[config.mk]
export PLATFORM = sky130hd
export DESIGN_NAME = load_store_unit
export DESIGN_NICKNAME = d
export VERILOG_FILES = /design/src/rtl/load_store_unit.sv
export SDC_FILE = /design/constraint.sdc
export NUM_CORES = 1
export LEC_CHECK = 0
export CAP_MARGIN = 20
export CORE_ASPECT_RATIO = 1.25
export CORE_MARGIN = 4
export CORE_UTILIZATION = 49
export CTS_CLUSTER_SIZE = 20
export DETAILED_ROUTE_END_ITERATION = 7
export GPL_TIMING_DRIVEN = 1
export PLACE_DENSITY = 0.95
export SLEW_MARGIN = 15
export SYNTH_ARGS = -nofsm -noshare
export SYNTH_HDL_FRONTEND = slang
export SYNTH_SLANG_ARGS = --single-unit
[constraint.sdc]
create_clock -name clk -period 4.2 [get_ports clk]
set_input_delay 0.84 -clock clk [delete_from_list [all_inputs] [get_ports clk]]
set_output_delay 0.84 -clock clk [all_outputs]
set_load 0.1 [all_outputs]
[src/rtl/load_store_unit.sv]
// Load/store unit: CPU request/response handshake to a byte-lane memory.
// Optional macro MISALIGN_TRAP_EN turns misaligned half/word accesses into errors.
module load_store_unit #(
  parameter int READ_WAIT = 1
) (
  input  logic        clk,
  input  logic        reset_n,
  input  logic        req_valid,
  output logic        req_ready,
  input  logic        req_write,
  input  logic [2:0]  req_op,
  input  logic [31:0] req_addr,
  input  logic [31:0] req_wdata,
  output logic        resp_valid,
  input  logic        resp_ready,
  output logic [31:0] resp_rdata,
  output logic        resp_error,
  output logic [31:0] mem_address,
  output logic        mem_write,
  output logic [3:0]  mem_byte_en,
  output logic [31:0] mem_writedata,
  input  logic [31:0] mem_readdata
);

  typedef enum logic [1:0] {
    S_IDLE,
    S_ACCESS,
    S_DONE
  } state_t;

  localparam logic [3:0] LAST = 4'(READ_WAIT - 1);

  state_t      r_state;
  state_t      w_next;
  logic        r_write;
  logic [2:0]  r_op;
  logic [31:0] r_addr;
  logic [31:0] r_wdata;
  logic [3:0]  r_cnt;
  logic [31:0] r_rdata;
  logic        r_error;

  logic        w_op_ok;
  logic        w_mis;
  logic        w_illegal;
  logic [31:0] w_addr;
  logic [4:0]  w_sh;
  logic [3:0]  w_be;
  logic [31:0] w_wd;
  logic [31:0] w_lane;
  logic [31:0] w_ld;
  logic        w_last;

  // Classify the incoming request and align its address to the access size.
  always_comb begin
    w_op_ok = 1'b0;
    unique case (req_op)
      3'b000, 3'b001, 3'b011: w_op_ok = 1'b1;
      3'b100, 3'b101:         w_op_ok = !req_write;
      default:                w_op_ok = 1'b0;
    endcase
`ifdef MISALIGN_TRAP_EN
    w_mis = ((req_op[1:0] == 2'b01) && req_addr[0]) ||
            ((req_op[1:0] == 2'b11) && (req_addr[1:0] != 2'b00));
`else
    w_mis = 1'b0;
`endif
    w_illegal = !w_op_ok || w_mis;
    w_addr = req_addr;
    if (req_op[1:0] == 2'b01)
      w_addr[0] = 1'b0;
    else if (req_op[1:0] == 2'b11)
      w_addr[1:0] = 2'b00;
  end

  // Byte-lane enables, store lane shift and load extraction.
  always_comb begin
    w_sh = {r_addr[1:0], 3'b000};
    w_be = 4'b1111;
    w_wd = r_wdata;
    unique case (r_op[1:0])
      2'b00: begin
        w_be = 4'b0001 << r_addr[1:0];
        w_wd = {24'b0, r_wdata[7:0]} << w_sh;
      end
      2'b01: begin
        w_be = 4'b0011 << r_addr[1:0];
        w_wd = {16'b0, r_wdata[15:0]} << w_sh;
      end
      default: begin
        w_be = 4'b1111;
        w_wd = r_wdata;
      end
    endcase
    w_lane = mem_readdata >> w_sh;
    unique case (r_op)
      3'b000:  w_ld = {{24{w_lane[7]}}, w_lane[7:0]};
      3'b001:  w_ld = {{16{w_lane[15]}}, w_lane[15:0]};
      3'b100:  w_ld = {24'b0, w_lane[7:0]};
      3'b101:  w_ld = {16'b0, w_lane[15:0]};
      default: w_ld = w_lane;
    endcase
  end

  assign w_last = (r_cnt == LAST);

  // Outputs decode straight from state so reset clears them at once.
  always_comb begin
    req_ready     = (r_state == S_IDLE);
    resp_valid    = (r_state == S_DONE);
    resp_rdata    = (r_state == S_DONE) ? r_rdata : 32'b0;
    resp_error    = (r_state == S_DONE) && r_error;
    mem_address   = 32'b0;
    mem_byte_en   = 4'b0;
    mem_write     = 1'b0;
    mem_writedata = 32'b0;
    if (r_state == S_ACCESS) begin
      mem_address = {r_addr[31:2], 2'b00};
      mem_byte_en = w_be;
      mem_write   = r_write && (r_cnt == 4'd0);
      if (r_write)
        mem_writedata = w_wd;
    end
  end

  // Next-state logic.
  always_comb begin
    w_next = r_state;
    unique case (r_state)
      S_IDLE:
        if (req_valid)
          w_next = w_illegal ? S_DONE : S_ACCESS;
      S_ACCESS:
        if (r_write || w_last)
          w_next = S_DONE;
      S_DONE:
        if (resp_ready)
          w_next = S_IDLE;
      default: w_next = S_IDLE;
    endcase
  end

  // State register.
  always_ff @(posedge clk or negedge reset_n) begin
    if (!reset_n)
      r_state <= S_IDLE;
    else
      r_state <= w_next;
  end

  // Request latch, read wait counter and load result capture.
  always_ff @(posedge clk or negedge reset_n) begin
    if (!reset_n) begin
      r_write <= 1'b0;
      r_op    <= 3'b0;
      r_addr  <= 32'b0;
      r_wdata <= 32'b0;
      r_cnt   <= 4'b0;
      r_rdata <= 32'b0;
      r_error <= 1'b0;
    end else if (r_state == S_IDLE) begin
      if (req_valid) begin
        r_write <= req_write;
        r_op    <= req_op;
        r_addr  <= w_addr;
        r_wdata <= req_wdata;
        r_cnt   <= 4'b0;
        r_rdata <= 32'b0;
        r_error <= w_illegal;
      end
    end else if (r_state == S_ACCESS && !r_write) begin
      if (w_last) begin
        r_rdata <= w_ld;
        r_cnt   <= 4'b0;
      end else begin
        r_cnt <= r_cnt + 4'd1;
      end
    end
  end

endmodule

# After elaboration in Yosys (flattened, before gate mapping)
# Cells that the tools add are included.
dict set report op_classes {
  addsub 1
  eq_ne 15
  shifts 5
  n_mux 26
  n_reduce_logical 20
}
# operator n
set op_table {}
lappend op_table {{two-way mux 32 bit} 8}
lappend op_table {{case mux 32 bit (4 select lines)} 1}
lappend op_table {{case mux 32 bit (2 select lines)} 1}
lappend op_table {{<< shifter 16 x 5 -> 32 bit} 1}
lappend op_table {{<< shifter 8 x 5 -> 32 bit} 1}
lappend op_table {{>> shifter 32 x 5 -> 32 bit} 1}
lappend op_table {{two-way mux 4 bit} 5}
lappend op_table {{equality test 3 bit (second input constant)} 4}
lappend op_table {{two-way mux 2 bit} 5}
lappend op_table {{case mux 4 bit (2 select lines)} 1}
lappend op_table {{equality test 2 x 1 -> 1 bit (second input constant)} 3}
lappend op_table {{equality test 3 x 1 -> 1 bit (second input constant)} 2}
lappend op_table {{logical NOT 3 bit} 2}
lappend op_table {{case mux 2 bit (3 select lines)} 1}
lappend op_table {{AND reduction 3 bit} 2}
lappend op_table {{adder 4 x 1 -> 4 bit (second input constant)} 1}
lappend op_table {{equality test 2 bit (second input constant)} 2}
lappend op_table {{logical NOT 2 bit} 2}
lappend op_table {{logical NOT 4 bit} 1}
lappend op_table {{inequality test 2 x 1 -> 1 bit (second input constant)} 2}
lappend op_table {{AND reduction 2 bit} 2}
lappend op_table {{nonzero test 2 bit} 2}
lappend op_table {{<< shifter 1 x 2 -> 4 bit (first input constant)} 1}
lappend op_table {{<< shifter 2 x 2 -> 4 bit (first input constant)} 1}
lappend op_table {{other kinds (9)} 15}
dict set report word_totals {
  regBits 107
  in_bits 104
}

# Logic depth before layout (Yosys ltp)
dict set report logic_depth {
  depth_word 6
  depth_mapped 7
  depth_no_buf 6
}

# Least setup slack after synthesis
# Ideal clock, no wire load.
dict set report synth_path {
  path_type {flip-flop to output port}
  startpoint {register r_state[1]}
  endpoint {output mem_writedata[23]}
  t_arrival_ns 3.255
  required_time_ns 3.360
  setup_slack_ns 0.105
  stages_incl_launch_ff 5
  path_buffers 1
  cell_sequence {dfrtp_1 nor2b_1 nand2_1 clkbuf_1 nor3_1}
}
dict set report synth_via {
  elab_chain_len 2
}
# element line
set synth_lines {}
lappend synth_lines {{from (decl)} 33} ;# state_t r_state;
lappend synth_lines {{from (signal assigned)} 148} ;# r_state <= w_next;
lappend synth_lines {{equality test 2 x 1 -> 1 bit} 117} ;# if (r_state == S_ACCESS) begin
lappend synth_lines {{two-way mux 32 bit} 117}
lappend synth_lines {{to (decl)} 21} ;# output logic [31:0] mem_writedata,
# Every way passes these cells.

# Worst setup path in the final report
dict set report layout_path {
  startpoint {register r_addr[0]}
  endpoint {output mem_writedata[22]}
}
dict set report layout_via {
  elab_chain_len 4
}
# element line
set layout_lines {}
lappend layout_lines {{from (decl)} 37} ;# logic [31:0] r_addr;
lappend layout_lines {{from (signal assigned)} 165} ;# r_addr <= w_addr;
lappend layout_lines {{<< shifter 16 x 5 -> 32 bit / << shifter 8 x 5 -> 32 bit (equally long branches)} {88, 84}}
lappend layout_lines {{case mux 32 bit (2 select lines) *} 81} ;# unique case (r_op[1:0])
lappend layout_lines {{two-way mux 32 bit *} 121} ;# if (r_write)
lappend layout_lines {{two-way mux 32 bit *} 117}
# Every way passes the cells marked *; elsewhere a longest branch is shown, timed or not.

==> results.md <==
- Count of standard-cell rows: between 40 and 50
- WS Path Type: reg -> out
- Cell internal power dissipation: about 2.8 mW
- Required time of the worst setup path: 3.36 ns
- Instance area at placement: just over 0.008 mm²
- Post-CTS setup buffer count: 0
- Achievable Freq: 287 MHz
- Number of global-route vias before repair: about 5500
- Number of port buffers: 205
- CTS tree: built
- Area contributors post-synth: dfrtp_1, nand2_1, and2_1
- Global placer's final weighted congestion: 0.937
- Deepest clock path buffer count: 2
- RSZ-0062 raised after global routing: no
- Pin count of the biggest net entering global routing: 72
- DRT Pass-1 Iters: 5
- Drt drc: 0
- Largest fanout on the critical path: 55
- Die width: ~110 µm
- Prevailing post-synth register cell: dfrtp_1
- Final Worst Setup Slack: 0.719 ns
- Final design instance area without fill: roughly 0.0084 mm²
- Number of buffers and inverters on the critical path: 1
- LEAKAGE: around 4.0 nW
- Signed area change from the synthesized netlist to the final layout: 44.9%
- Layout cell share with drive strength beyond 1: around 17%
- Synthesis Warnings: 0
- Critical Path Start Type: flop
- Boundary Pins: between 200 and 250
- Number of filler cells placed in the layout: 820
- Endpoints failing setup: 0
- Worst relative slew slack: between 30 and 40%
- Distinct cells, synth: 41
- Overall via count from detail_route: 5594
- Number of cells produced by synthesis: a little under 700
- Cell chain of the critical path: and3b_1 -> a221oi_1 -> nor3_1 -> buf_12
- Top cell type by total area after synthesis: dfrtp_1
- Diodes inserted: 0
- WL/cell: 17.6 µm
- Combinational fraction of design power: 51.3%
- Latest clock arrival within the worst-skew pair: between 0.3 and 0.4 ns
- Post-synth EDFFs: 0
- Total gr overflow: 0
- Hold-fix buffer count after cts: 0
- Largest voltage drop on the vdd net: 0.000377 V
- Ratio of total power to cell area: ~680 mW/mm²
- Initial cell density of the core: approximately half
- Power dissipated by switching net loads: 2.88 mW
- Wire length of the first global-routing pass: around 28 mm
- Top-count cell post-synth: nand2_1
- Transition time of the tightest slew-check pin: roughly 0.96 ns
- Register area share after synthesis: a little under half
- Number of gates resized after cts: 0
- Number of antenna violations at the first check in global routing: 0
- DR iter-0 viols: between 300 and 400
- CTS clk-pin slew, worst paths: approximately 0.080 ns
- Number of pins exceeding their max-slew limit in the final report: 0
- Cell type group with the largest total delay on the critical path: flip-flops
- CP max stage delay: just under 1 ns
- Seq pwr share: approximately a third
- Worst endpoint data arrival time: ~2.6 ns
- Final hold slack: 0.472 ns
- Synthesized flop and latch total: roughly 110
- Post-route total power: approximately 5.7 mW
- Top cell type's share of synthesized area: 46.2%
- Synth cell count leaders: nand2_1, dfrtp_1, and2_1
- Synthesized area divided by synthesized cell count: roughly 8.4 µm²
- Final clock skew: around 0.0075 ns
- Number of buffers added by the clock tree synthesis step: 9
- Buffer cell driving the clock tree root: clkbuf_16
- Class of the tightest hold or removal check: reg -> reg
- Number of max-cap violations: 0
- Fraction of the cycle the final worst path needs: between 80% and 90%
- Result of the run: completed
- Share of synthesized registers carrying an async set or reset: between 90% and 100%
- Combined area of all synthesized cells: 0.00580 mm²
- Master of the slowest instance on the critical path: dfrtp_2
- Shortest clock period the worst path allows after layout: ~3.5 ns
- Final Hold Fails: 0
- Detailed-route vias per instance: 5.43
- H-Tree Depth: 3
- Core Region: 0.0116 mm²
- Count of nets after finishing: 971
- Die Footprint: approximately 0.014 mm²
- Crit end category: output port
- Setup_tns: 0 ns
- CTS Sinks: between 100 and 150
- Global-route usage over all layers: a little over a quarter
- Switching Fraction: between 50 and 60%
- Clock power frac: between 10% and 20%
- Die extent in y: about 130 µm
- Post-detailed-routing wire length: roughly 18 mm
- Worst slack at placement: between 1 and 1.5 ns
- HPWL Detailed: 13.2 mm
- Antenna Violating Nets Remaining: 0
## final timing paths
| kind | startpoint | end | slack [ns] | depth (start not counted) |
|---|---|---|---|---|
| worst min register to register | r_addr[22] | r_addr[22] | 0.47 | 2 |
| worst min-delay path | r_addr[22] | r_addr[22] | 0.47 | 2 |
| worst max-delay path | r_addr[0] | mem_writedata[22] | 0.72 | 4 |
| worst max register to register | r_cnt[0] | r_rdata[17] | 1.43 | 6 |
| max in group asynchronous | reset_n | r_error | 2.76 | 2 |
| min in group asynchronous | reset_n | r_rdata[21] | 0.61 | 1 |
## cells in the final DEF (no fill, tap or decap), types with 2 or more instances in the layout
master	synthesis	layout
nand3b_1	8	8
dfrtp_1	107	106
a221oi_1	8	8
ha_1	2	2
nor3_1	8	8
buf_4	2	80
nand2_1	213	212
a21oi_1	18	18
inv_6	0	3
or2_2	2	2
nand2_2	1	2
inv_1	5	5
o21ai_0	37	37
buf_12	0	33
nand3_1	20	20
clkdlybuf4s50_1	0	103
nor3b_4	1	2
nor2b_1	13	12
a22oi_1	8	8
clkbuf_16	0	9
nor3b_1	2	2
and2_1	71	71
nand2b_1	10	10
a221o_1	16	16
a22o_1	2	2
clkinv_8	0	3
mux2i_1	22	22
mux2_2	10	10
nor2_1	39	39
conb_1	1	2
## cells by family (layout without fill, tap and decap cells)
kind of cell	after synthesis	after routing	synth area share [%]
and+or+nand+nor	394	394	32.1
xor gates and xnor gates	2	2	0.302
buffers and inverters	54	237	4.06
DFF	107	107	46.2
AOI/OAI and AO/OA	93	93	10.7
muxes	33	33	6.13
other	1	2	0.0647
adders and majority gates	2	2	0.432
## registers in the layout, indices dropped and copies added (netlist names)
signal / count
r_rdata: 32
r_addr: 32
r_write: 1
r_wdata: 32
r_op: 3
r_state: 2
r_error: 1
r_cnt: 4
## power by group through the flow
stage | clock, mW | combinational (mW) | sequential (mW)
CTS | 0.871 | 2.95 | 1.92
finish | 0.854 | 2.94 | 1.93
floorplan | 0 | 2.29 | 1.71
global route | 0.907 | 3.15 | 1.99
detailed placement | 0 | 2.93 | 1.93
global placement | 0 | 2.86 | 1.91
## area by class of cell
cell class | count | area [µm²] | area share, %
Multi-Input combinational cell | 526 | 2900 | 34.5
Sequential cell | 107 | 2680 | 31.9
Timing Repair Buffer | 216 | 2290 | 27.3
Clock buffer | 9 | 225 | 2.68
Tap cell | 161 | 201 | 2.40
Clock inverter | 7 | 83.8 | 0.998
Inverter | 5 | 18.8 | 0.223
## worst min-delay path: stages (launching register included)
cell     delay [ns]
dfrtp_1        0.34
nand2_1        0.05
nand2_1        0.05
## stage by stage
stage,std cells,util [%]
final,1031,72.3
after global routing,1031,72.3
after CTS,1031,72.3
after detailed placement,1015,69.6
after global placement,1015,69.6
after floorplan,687,-
## per-layer routing
metal | global-route usage, % | part of all wire, %
met1 | 31.2 | 38
met2 | 44.7 | 49
met3 | 6.78 | 8.4
met5 | 0 | 0
met4 | 11.9 | 4.0
(Power assumes the default switching activity.)
